===== config.mk =====
export PLATFORM = sky130hd
export DESIGN_NAME = id_hazard_ctrl
export DESIGN_NICKNAME = d
export VERILOG_FILES = /design/src/rtl/id_hazard_ctrl.sv
export SDC_FILE = /design/constraint.sdc
export NUM_CORES = 1
export LEC_CHECK = 0
export ABC_AREA = 1
export CORE_MARGIN = 8
export CORE_UTILIZATION = 36
export CTS_CLUSTER_DIAMETER = 150
export DETAILED_ROUTE_END_ITERATION = 6
export PLACE_DENSITY = 0.84
export SLEW_MARGIN = 0
export SYNTH_ARGS = -nofsm -noshare
export SYNTH_HDL_FRONTEND = slang
export SYNTH_SLANG_ARGS = --single-unit

===== constraint.sdc =====
create_clock -name clk -period 2.5 [get_ports clk]
set_input_delay 0.375 -clock clk [delete_from_list [all_inputs] [get_ports clk]]
set_output_delay 0.375 -clock clk [all_outputs]
set_load 0.05 [all_outputs]

===== src/rtl/id_hazard_ctrl.sv =====
// Decode-stage hazard controller: load-use scoreboard, stall/bubble sequencing and EX-redirect flush.
// Optional performance counters are built when HAZARD_PERF_CNT_EN is defined.
module id_hazard_ctrl #(
  parameter int LOAD_LAT     = 2,
  parameter int FLUSH_CYCLES = 2
) (
  input  logic        clk,
  input  logic        rst,
  input  logic        id_valid,
  input  logic [4:0]  id_rs1_addr,
  input  logic [4:0]  id_rs2_addr,
  input  logic        id_rs1_used,
  input  logic        id_rs2_used,
  input  logic [4:0]  id_rd_addr,
  input  logic        id_rd_wen,
  input  logic        id_is_load,
  input  logic        ex_busy,
  input  logic        ex_redirect,
  output logic        stall_if,
  output logic        stall_id,
  output logic        bubble_ex,
  output logic        flush,
  output logic        issue,
  output logic [31:0] perf_stall_cnt,
  output logic [31:0] perf_flush_cnt
);

  localparam int RegAddrWidth = 5;
  localparam logic [1:0] FlushReload = 2'((FLUSH_CYCLES > 1) ? (FLUSH_CYCLES - 2) : 0);

  if (LOAD_LAT < 1 || LOAD_LAT > 4) begin : g_bad_load_lat
    $error("LOAD_LAT must be in 1..4");
  end
  if (FLUSH_CYCLES < 1 || FLUSH_CYCLES > 4) begin : g_bad_flush_cycles
    $error("FLUSH_CYCLES must be in 1..4");
  end

  typedef enum logic {
    RUN   = 1'b0,
    FLUSH = 1'b1
  } state_t;

  state_t                  r_state;
  state_t                  w_state_nxt;
  logic [1:0]              r_flush_cnt;
  logic [1:0]              w_flush_cnt_nxt;

  logic                    r_sb_valid [LOAD_LAT];
  logic [RegAddrWidth-1:0] r_sb_rd    [LOAD_LAT];

  logic                    w_hazard;
  logic                    w_load_push;

  // Only entries that are still short of LOAD_LAT-1 cycles old can cause a stall;
  // the oldest entry is forwardable and needs no check.
  always_comb begin
    w_hazard = 1'b0;
    for (int i = 0; i < LOAD_LAT - 1; i++) begin
      if (r_sb_valid[i] &&
          ((id_rs1_used && (id_rs1_addr != '0) && (id_rs1_addr == r_sb_rd[i])) ||
           (id_rs2_used && (id_rs2_addr != '0) && (id_rs2_addr == r_sb_rd[i])))) begin
        w_hazard = 1'b1;
      end
    end
    w_hazard = w_hazard & id_valid;
  end

  // NOTE: every output gets a default first so no path through the priority chain infers a latch.
  always_comb begin
    stall_if  = 1'b0;
    stall_id  = 1'b0;
    bubble_ex = 1'b0;
    flush     = 1'b0;
    issue     = 1'b0;
    if (rst) begin
      // all controls low while in reset
    end else if (ex_redirect || (r_state == FLUSH)) begin
      flush = 1'b1;
    end else if (ex_busy) begin
      stall_if = 1'b1;
      stall_id = 1'b1;
    end else if (w_hazard) begin
      stall_if  = 1'b1;
      stall_id  = 1'b1;
      bubble_ex = 1'b1;
    end else begin
      issue = id_valid;
    end
  end

  assign w_load_push = issue & id_is_load & id_rd_wen & (id_rd_addr != '0);

  always_comb begin
    w_state_nxt     = r_state;
    w_flush_cnt_nxt = r_flush_cnt;
    case (r_state)
      RUN: begin
        if (ex_redirect && (FLUSH_CYCLES > 1)) begin
          w_state_nxt     = FLUSH;
          w_flush_cnt_nxt = FlushReload;
        end
      end
      FLUSH: begin
        if (ex_redirect) begin
          w_flush_cnt_nxt = FlushReload;
        end else if (r_flush_cnt == 2'd0) begin
          w_state_nxt = RUN;
        end else begin
          w_flush_cnt_nxt = r_flush_cnt - 2'd1;
        end
      end
      default: begin
        w_state_nxt     = RUN;
        w_flush_cnt_nxt = 2'd0;
      end
    endcase
  end

  // NOTE: sequential state uses non-blocking assignments so every flop samples pre-edge values.
  always_ff @(posedge clk) begin
    if (rst) begin
      r_state     <= RUN;
      r_flush_cnt <= 2'd0;
    end else begin
      r_state     <= w_state_nxt;
      r_flush_cnt <= w_flush_cnt_nxt;
    end
  end

  // NOTE: the scoreboard is reset explicitly; a stale valid bit after reset would stall forever-wrong.
  always_ff @(posedge clk) begin
    if (rst) begin
      for (int i = 0; i < LOAD_LAT; i++) begin
        r_sb_valid[i] <= 1'b0;
        r_sb_rd[i]    <= '0;
      end
    end else if (!ex_busy) begin
      for (int i = LOAD_LAT - 1; i > 0; i--) begin
        r_sb_valid[i] <= r_sb_valid[i-1];
        r_sb_rd[i]    <= r_sb_rd[i-1];
      end
      r_sb_valid[0] <= w_load_push;
      r_sb_rd[0]    <= w_load_push ? id_rd_addr : '0;
    end
  end

`ifdef HAZARD_PERF_CNT_EN
  logic [31:0] r_perf_stall_cnt;
  logic [31:0] r_perf_flush_cnt;

  always_ff @(posedge clk) begin
    if (rst) begin
      r_perf_stall_cnt <= '0;
      r_perf_flush_cnt <= '0;
    end else begin
      if (stall_id && (r_perf_stall_cnt != '1)) begin
        r_perf_stall_cnt <= r_perf_stall_cnt + 32'd1;
      end
      if (ex_redirect && (r_perf_flush_cnt != '1)) begin
        r_perf_flush_cnt <= r_perf_flush_cnt + 32'd1;
      end
    end
  end

  assign perf_stall_cnt = r_perf_stall_cnt;
  assign perf_flush_cnt = r_perf_flush_cnt;
`else
  assign perf_stall_cnt = '0;
  assign perf_flush_cnt = '0;
`endif

endmodule

==> results of run 1 <==
==> state kept, by name, indices dropped and copies added, names as in the netlist <==
signal,cells
r_sb_rd,5
r_flush_cnt,2
r_sb_valid,1
r_state,1
==> per-stage QoR <==
stage / utilization [%] / hold WS [ps] / worst slack (ps) / total power, mW / std cells
global placement: 42.2 / 451 / 238 / 0.473 / 248
global route: 43.1 / 506 / 74.0 / 0.618 / 252
detailed placement: 42.2 / 462 / 240 / 0.475 / 248
floorplan: - / 437 / 129 / 0.497 / 240
CTS: 43.1 / 472 / 218 / 0.591 / 252
finish: 43.1 / 470 / 262 / 0.592 / 252
==> cell usage after synthesis, drive strengths merged <==
master  number
dfxtp        3
ha           1
edfxtp       6
nand3        4
nor2        18
a21oi        4
nand4        3
or2          1
o21ai        3
inv         30
nand2       36
nand3b       1
buf         65
conb         1
nor3         1
==> cell usage in the layout (no fill, tap or decap), types with 2 or more instances in the layout <==
cell type,count
conb_1,64
nand2_1,35
inv_1,29
clkdlybuf4s50_1,23
nor2_1,18
edfxtp_1,6
a21oi_1,4
buf_12,4
nand4_1,3
nand3_1,3
clkbuf_4,3
dfxtp_1,3
buf_4,2
==> power by group <==
group          internal, mW  total (mW)  switching (mW)
combinational        0.0527       0.309           0.257
clock                0.0617       0.116          0.0540
sequential            0.163       0.167         0.00343
total                 0.277       0.592           0.314
==> cell type report <==
| type | count | share of cell area [%] |
|---|---|---|
| Clock buffer | 4 | 1.98 |
| Timing Repair Buffer | 29 | 24.5 |
| Sequential cell | 9 | 18.1 |
| Multi-Input combinational cell | 136 | 42.7 |
| Inverter | 30 | 8.49 |
| Tap cell | 44 | 4.15 |
==> critical path: stages <==
cell	delay, ps
clkdlybuf4s50_1	500
inv_1	50
nand2_1	50
nand2_1	40
nor2_1	110
nand4_1	110
nand2_1	120
nand3_1	80
a21oi_1	140
buf_4	160
buf_12	130
==> logic make-up after synthesis <==
logic type	count (synthesis)
AO/OA/AOI/OAI	7
adder cells (fa/ha/maj)	1
buffers and inverters	95
flip-flops	9
other	1
AND/OR/NAND/NOR	64
==> how the worst max path moves through the flow <==
stage	startpoint	cells after the start	to	slack, ps
global placement	id_rs1_addr[3]	11	stall_id	240
floorplan	r_sb_rd[0][0]$_SDFFCE_PN0P_	8	stall_if	130
finish	id_rs1_addr[3]	11	stall_if	260
CTS	id_rs1_addr[3]	11	stall_id	220
global route	id_rs1_addr[3]	11	stall_id	70
detailed placement	id_rs1_addr[3]	11	stall_id	240
==> per-layer routing <==
| layer | part of all wire [%] | global-route usage [%] |
|---|---|---|
| met1 | 35 | 7.92 |
| met2 | 51 | 17.3 |
| met3 | 14 | 4.40 |
| met4 | 0.66 | 2.67 |
| met5 | 0 | 0 |
==> metrics.md, run 1 <==
| Metric | Value |
|---|---|
| Status | `completed` |
| CP Capture Type | `output port` |
| Synth Area in Simple Gates | `23.5%` |
| Xor/xnor share of the synthesized area | `0%` |
| End point of the worst hold path | `r_flush_cnt[1]$_SDFFE_PP0P_` |
| Largest cells by area after synthesis | `buf_4 42%, edfxtp_1 15%, nand2_1 11%` |
| Yosys cell types | `20` |
| Synth area leader | `buf_4` |
| FP Rows | `20` |
| TritonCTS buffer count | `3` |
| PD cells | `446 nW/um^2` |
| Clock Tree Root | `clkbuf_4` |
| Hold-fix buffers, CTS | `0` |
| FF+latch area | `240 um^2` |
| Fin crit period | `2240 ps` |
| Worst Reg-to-Reg Cells | `8` |
| Via count | `863` |
| Nets@finish | `234` |
| Largest family of logic cells by synthesized area | `buffers and inverters` |
| Max Root-Sink Buffers | `2` |
| CTS tree | `built` |
| DP HPWL | `2210 um` |
| Synthesis-to-layout area growth | `13.2%` |
| Worst skew pair latency | `260 ps` |
| Postcts setup bufs | `0` |
| Final Cycle Share | `89.5%` |
| Leak | `0.758 nW` |
| Top-area cell type share of the netlist area | `41.7%` |
| Filler instances | `352` |
| Clock-pin slew on the worst setup and hold paths | `60 ps` |
| Max Slew Vio Count | `0` |
| CP Launch Type | `primary input` |
| RSZ-0062 raised after global routing | `no` |
| Complex-gate fraction of the synthesized area | `3.31%` |
| Seq/Total Area, Yosys | `20.5%` |
| Vias in the first global route | `903` |
| First-pass DRT Iterations | `4` |
| Worst min-delay path startpoint | `r_flush_cnt[1]$_SDFFE_PP0P_` |
| # port buffers | `28` |
| Multiplexer area fraction after synthesis | `0%` |
| I/O Pins | `93` |
| Data arrival time of the critical path | `1860 ps` |
| Syn Area/Cell | `6.62 um^2` |
| Peak supply drop | `0.200 mV` |
| Layout cell share with drive strength beyond 1 | `6.73%` |
| F_max | `447 MHz` |
| Initial antenna violation count | `0` |
| Starting Density | `38.0%` |
| Cell Area, Synth | `1170 um^2` |
| Worst Setup Path Type | `primary input to output port` |
| Core area | `3080 um^2` |
| Post_cts resized | `0` |
| Die Span X | `73.0 um` |
| Die Y | `73.0 um` |
| Area of the die | `5330 um^2` |
| Worst R2R End | `r_sb_rd[0][0]$_SDFFCE_PN0P_` |
| Cell Area, Placed | `1300 um^2` |
| Largest net degree at the start of global routing | `7` |
| Global-route wire length before repair | `3880 um` |
| WP data required | `2120 ps` |
| Maxcap violations | `0` |
| Worst hold path class | `register to register` |
| Gate Count Post-Synth | `177` |
| DRT iter0 DRCs | `21` |
| R2R setup slack | `1130 ps` |
| GP Congestion | `0.757` |
| Ys Warns | `0` |
| Htree depth | `1` |
| Adder-cell share of the synthesized area | `1.07%` |
| Clk sink count | `9` |
| Clock skew | `2.74 ps` |
| Remaining global-route overflow | `0` |
| Post-route antenna net violation count | `0` |
| Tot GR Track Use | `8.98%` |
| DRC viols | `0` |
| Vias per cell | `3.42` |
| Final Hold Fails | `0` |
| FF-to-FF Start | `r_sb_rd[0][3]$_SDFFCE_PN0P_` |
| Design area | `1330 um^2` |
| TNS Setup | `0 ps` |
| Critical-path maximum fanout | `3` |
| Antenna diodes | `0` |
| Avg WL per Cell | `9.62 um` |
| Final wirelength | `2420 um` |
| Worst hold stages | `2` |
| Flops & latches, synth | `9` |
| Final setup fails | `0` |
| Area of the multi-input gates | `567 um^2` |
(Power assumes the default switching activity.)
==> run 2, diff against run 1 <==
ABC_AREA = default   (was 1)
CTS_BUF_LIST = sky130_fd_sc_hd__clkbuf_2   (was default)
PLACE_DENSITY = 0.86   (was 0.84)
==> run 2 against run 1 <==
  * Design area rose by 2.3%
  * Count of clock-buffer cells in the layout stayed put
  * Utilization grew 2.5 points
  * Global-route usage is 0.41 points lower
  * Synthesized cell count fell by 29%
  * Critical endpoint unchanged
  * Highest routed layer unchanged
==> metrics.md, run 2 <==
| Metric | Value |
|---|---|
| Antenna diodes | `0 (unchanged)` |
| Cell with the most instances after synthesis | `buf_4` |
| Nets@finish | `194 (-17%)` |
| Final Hold Fails | `0 (unchanged)` |
| Post-synth top flop | `edfxtp_1` |
| Worst skew pair latency | `260 ps (about the same)` |
| Via count | `771 (-11%)` |
| Clock Tree Root | `clkbuf_2` |
| Clock share of power | `16.2% (-3.4 points)` |
| Avg WL per Cell | `11.7 um (+21%)` |
| Leak | `0.624 nW (-18%)` |
| RSZ-0062 raised after global routing | `no` |
| Clock-pin slew on the worst setup and hold paths | `90 ps (+30 ps)` |
| Critical-path maximum fanout | `2 (-1)` |
| Highest routed metal layer | `met4` |
| DRC viols | `0 (unchanged)` |
| Max Root-Sink Buffers | `2 (unchanged)` |
| Tot GR Track Use | `8.57% (-0.41 points)` |
| Met3 Wirelength | `289 um (-14%)` |
| CTS tree | `built` |
| Commonest non-fill, non-tap cell in the layout | `conb_1` |
| Post-synth top cells | `65 x buf_4, 7 x xnor2_1, 6 x edfxtp_1, 6 x nor4b_1, 5 x nor2_1` |
| Global-route wire length before repair | `3550 um (-8.5%)` |
| Maxcap violations | `0 (unchanged)` |
| Sw Share | `53.5% (+0.40 points)` |
| Fin crit period | `2450 ps (+216 ps)` |
| FP Rows | `20 (unchanged)` |
| Gate Count Post-Synth | `126 (-29%)` |
| WL met1 | `737 um (-12%)` |
| Yosys cell types | `29 (+45%)` |
| Seq pwr share | `29.0% (+0.9 points)` |
| Die Y | `71.3 um (-2.3%)` |
| WP data required | `2120 ps (about the same)` |
| GP Congestion | `0.752 (-0.65%)` |
| Worst hold path class | `register to register` |
| Final wirelength | `2350 um (-3.1%)` |
| EDFF count, synth | `6 (unchanged)` |
| Seq/Total Area, Yosys | `21.8% (+1.3 points)` |
| Cell Area, Synth | `1100 um^2 (-5.9%)` |
| Starting Density | `37.0% (-1.0 points)` |
| P_sw | `308 uW (-1.9%)` |
| Layout Utilization | `45.5% (+2.5 points)` |
| Synth area leader | `buf_4` |
| Largest net degree at the start of global routing | `7 (unchanged)` |
| Postcts setup bufs | `0 (unchanged)` |
| Initial antenna violation count | `0 (unchanged)` |
| Vias per cell | `3.84 (+12%)` |
| Largest regs | `r_sb_rd: 5 flops, r_flush_cnt: 2 flops` |
| Synthesis-to-layout area growth | `23.0%` |
| F_max | `407 MHz (-8.8%)` |
| I/O Pins | `93 (unchanged)` |
| # port buffers | `28 (unchanged)` |
| Hold-fix buffers, CTS | `0 (unchanged)` |
| Htree depth | `1 (unchanged)` |
| DRT iter0 DRCs | `5 (-76%)` |
| Peak supply drop | `0.215 mV (+7.8%)` |
| PD cells | `425 nW/um^2 (-4.8%)` |
| Status | `completed` |
| Final setup fails | `0 (unchanged)` |
| Final Cycle Share | `98.2% (+8.6 points)` |
| Combinational power share | `54.9% (+2.6 points)` |
| Met2 wire len | `1270 um (+3.4%)` |
| Worst hold slack | `517 ps (+46.7 ps)` |
| Largest cells by area after synthesis | `buf_4 44%, edfxtp_1 16%, xnor2_1 5.6%` |
| Syn Area/Cell | `8.75 um^2 (+32%)` |
| Top-area cell type share of the netlist area | `44.3% (+2.6 points)` |
| Flops & latches, synth | `9 (unchanged)` |
| Clock skew | `14.2 ps (+11.4 ps)` |
| Layout cell share with drive strength beyond 1 | `17.3% (+11 points)` |
| Synth async-reset ratio | `0% (unchanged)` |
| Die Span X | `71.3 um (-2.3%)` |
| Worst Setup Path Type | `primary input to output port` |
| Max Slew Vio Count | `0 (unchanged)` |
| TritonCTS buffer count | `3 (unchanged)` |
| Remaining global-route overflow | `0 (unchanged)` |
| Ys Warns | `0 (unchanged)` |
| Data arrival time of the critical path | `2080 ps (+220 ps)` |
| Clk sink count | `9 (unchanged)` |
| CP Launch Type | `primary input` |
| Max reg flops | `5 (unchanged)` |
| Most frequent cells in the layout | `64 x conb_1, 18 x clkdlybuf4s50_1, 13 x buf_4` |
| Post-route antenna net violation count | `0 (unchanged)` |
| Vias in the first global route | `813 (-10%)` |
| Core area | `2980 um^2 (-3.3%)` |
| First-pass DRT Iterations | `2 (-2)` |
| CP Capture Type | `output port` |
| R2R setup slack | `780 ps (-350 ps)` |
| Area of the die | `5090 um^2 (-4.6%)` |
| Most flops, register | `r_sb_rd` |
| Internal power | `268 uW (-3.5%)` |
| DP HPWL | `2150 um (-2.9%)` |
| Filler instances | `305 (-13%)` |
run 2: repair_timing:
| action | 4_1_cts | 5_1_grt |
|---|---|---|
| resized for setup | 8 | 2 |
| endpoints found under the setup margin | 3 | 2 |
| pin swaps | 6 | 2 |
| endpoints found under the hold margin | 0 | 0 |
| gates cloned | 0 | 0 |
run 2: cell families after synthesis:
kind of cell / after synthesis / synth area share [%]
compound gates: 8 / 6.24
buf+inv: 68 / 45.3
fa+ha+maj: 1 / 1.13
other cells: 1 / 0.340
xor+xnor: 9 / 7.15
flops: 9 / 21.8
simple gates: 30 / 18.0
run 2: worst max-delay path, stage by stage:
cell and delay (ps):
clkdlybuf4s50_1 420, or4_4 500, a21oi_4 190, nor4b_2 70, a221o_1 350, buf_12 180
run 2: final timing paths:
check        cells past startpoint                     endpoint                   startpoint
min                              2  r_flush_cnt[1]$_SDFFE_PP0P_  r_flush_cnt[1]$_SDFFE_PP0P_
max                              6                     stall_if               id_rs1_addr[2]
min reg2reg                      2  r_flush_cnt[1]$_SDFFE_PP0P_  r_flush_cnt[1]$_SDFFE_PP0P_
max reg2reg                      6  r_sb_rd[0][3]$_SDFFCE_PN0P_  r_sb_rd[0][2]$_SDFFCE_PN0P_
run 2: power groups by stage:
stage / registers, mW / clock network [mW] / logic [mW]
floorplan: 0.169 / 0 / 0.323
global placement: 0.170 / 0 / 0.307
detailed placement: 0.170 / 0 / 0.309
CTS: 0.167 / 0.0957 / 0.312
global route: 0.168 / 0.101 / 0.329
finish: 0.167 / 0.0930 / 0.316
run 2: metrics by stage:
| stage | area [um^2] | setup slack, ps | cells | power (mW) | setup TNS (ps) |
|---|---|---|---|---|---|
| 3_5_place_dp | 1310 | -60.7 | 197 | 0.479 | -162 |
| 3_3_place_gp | 1310 | -36.2 | 197 | 0.477 | -94.6 |
| 6_report | 1360 | 45.5 | 201 | 0.576 | 0 |
| 4_1_cts | 1350 | 2.92 | 201 | 0.575 | 0 |
| 2_1_floorplan | 1340 | 50.2 | 189 | 0.492 | 0 |
| 5_1_grt | 1360 | 2.82 | 201 | 0.597 | 0 |
run 2: per-layer routing:
metal,GRT usage [%],up-vias
met1,7.16,342
met2,16.4,45
li1,-,379
met4,4.85,0
met3,3.63,5
met5,0,-
run 2: final cells by class:
class                   instances  area (um^2)  area share (%)
multi-input cells             112          634            46.8
clock buffers                   4         20.0            1.48
inverters                       3         11.3           0.830
repair buffers                 40          409            30.2
well taps                      33         41.3            3.04
flip-flops and latches          9          240            17.7
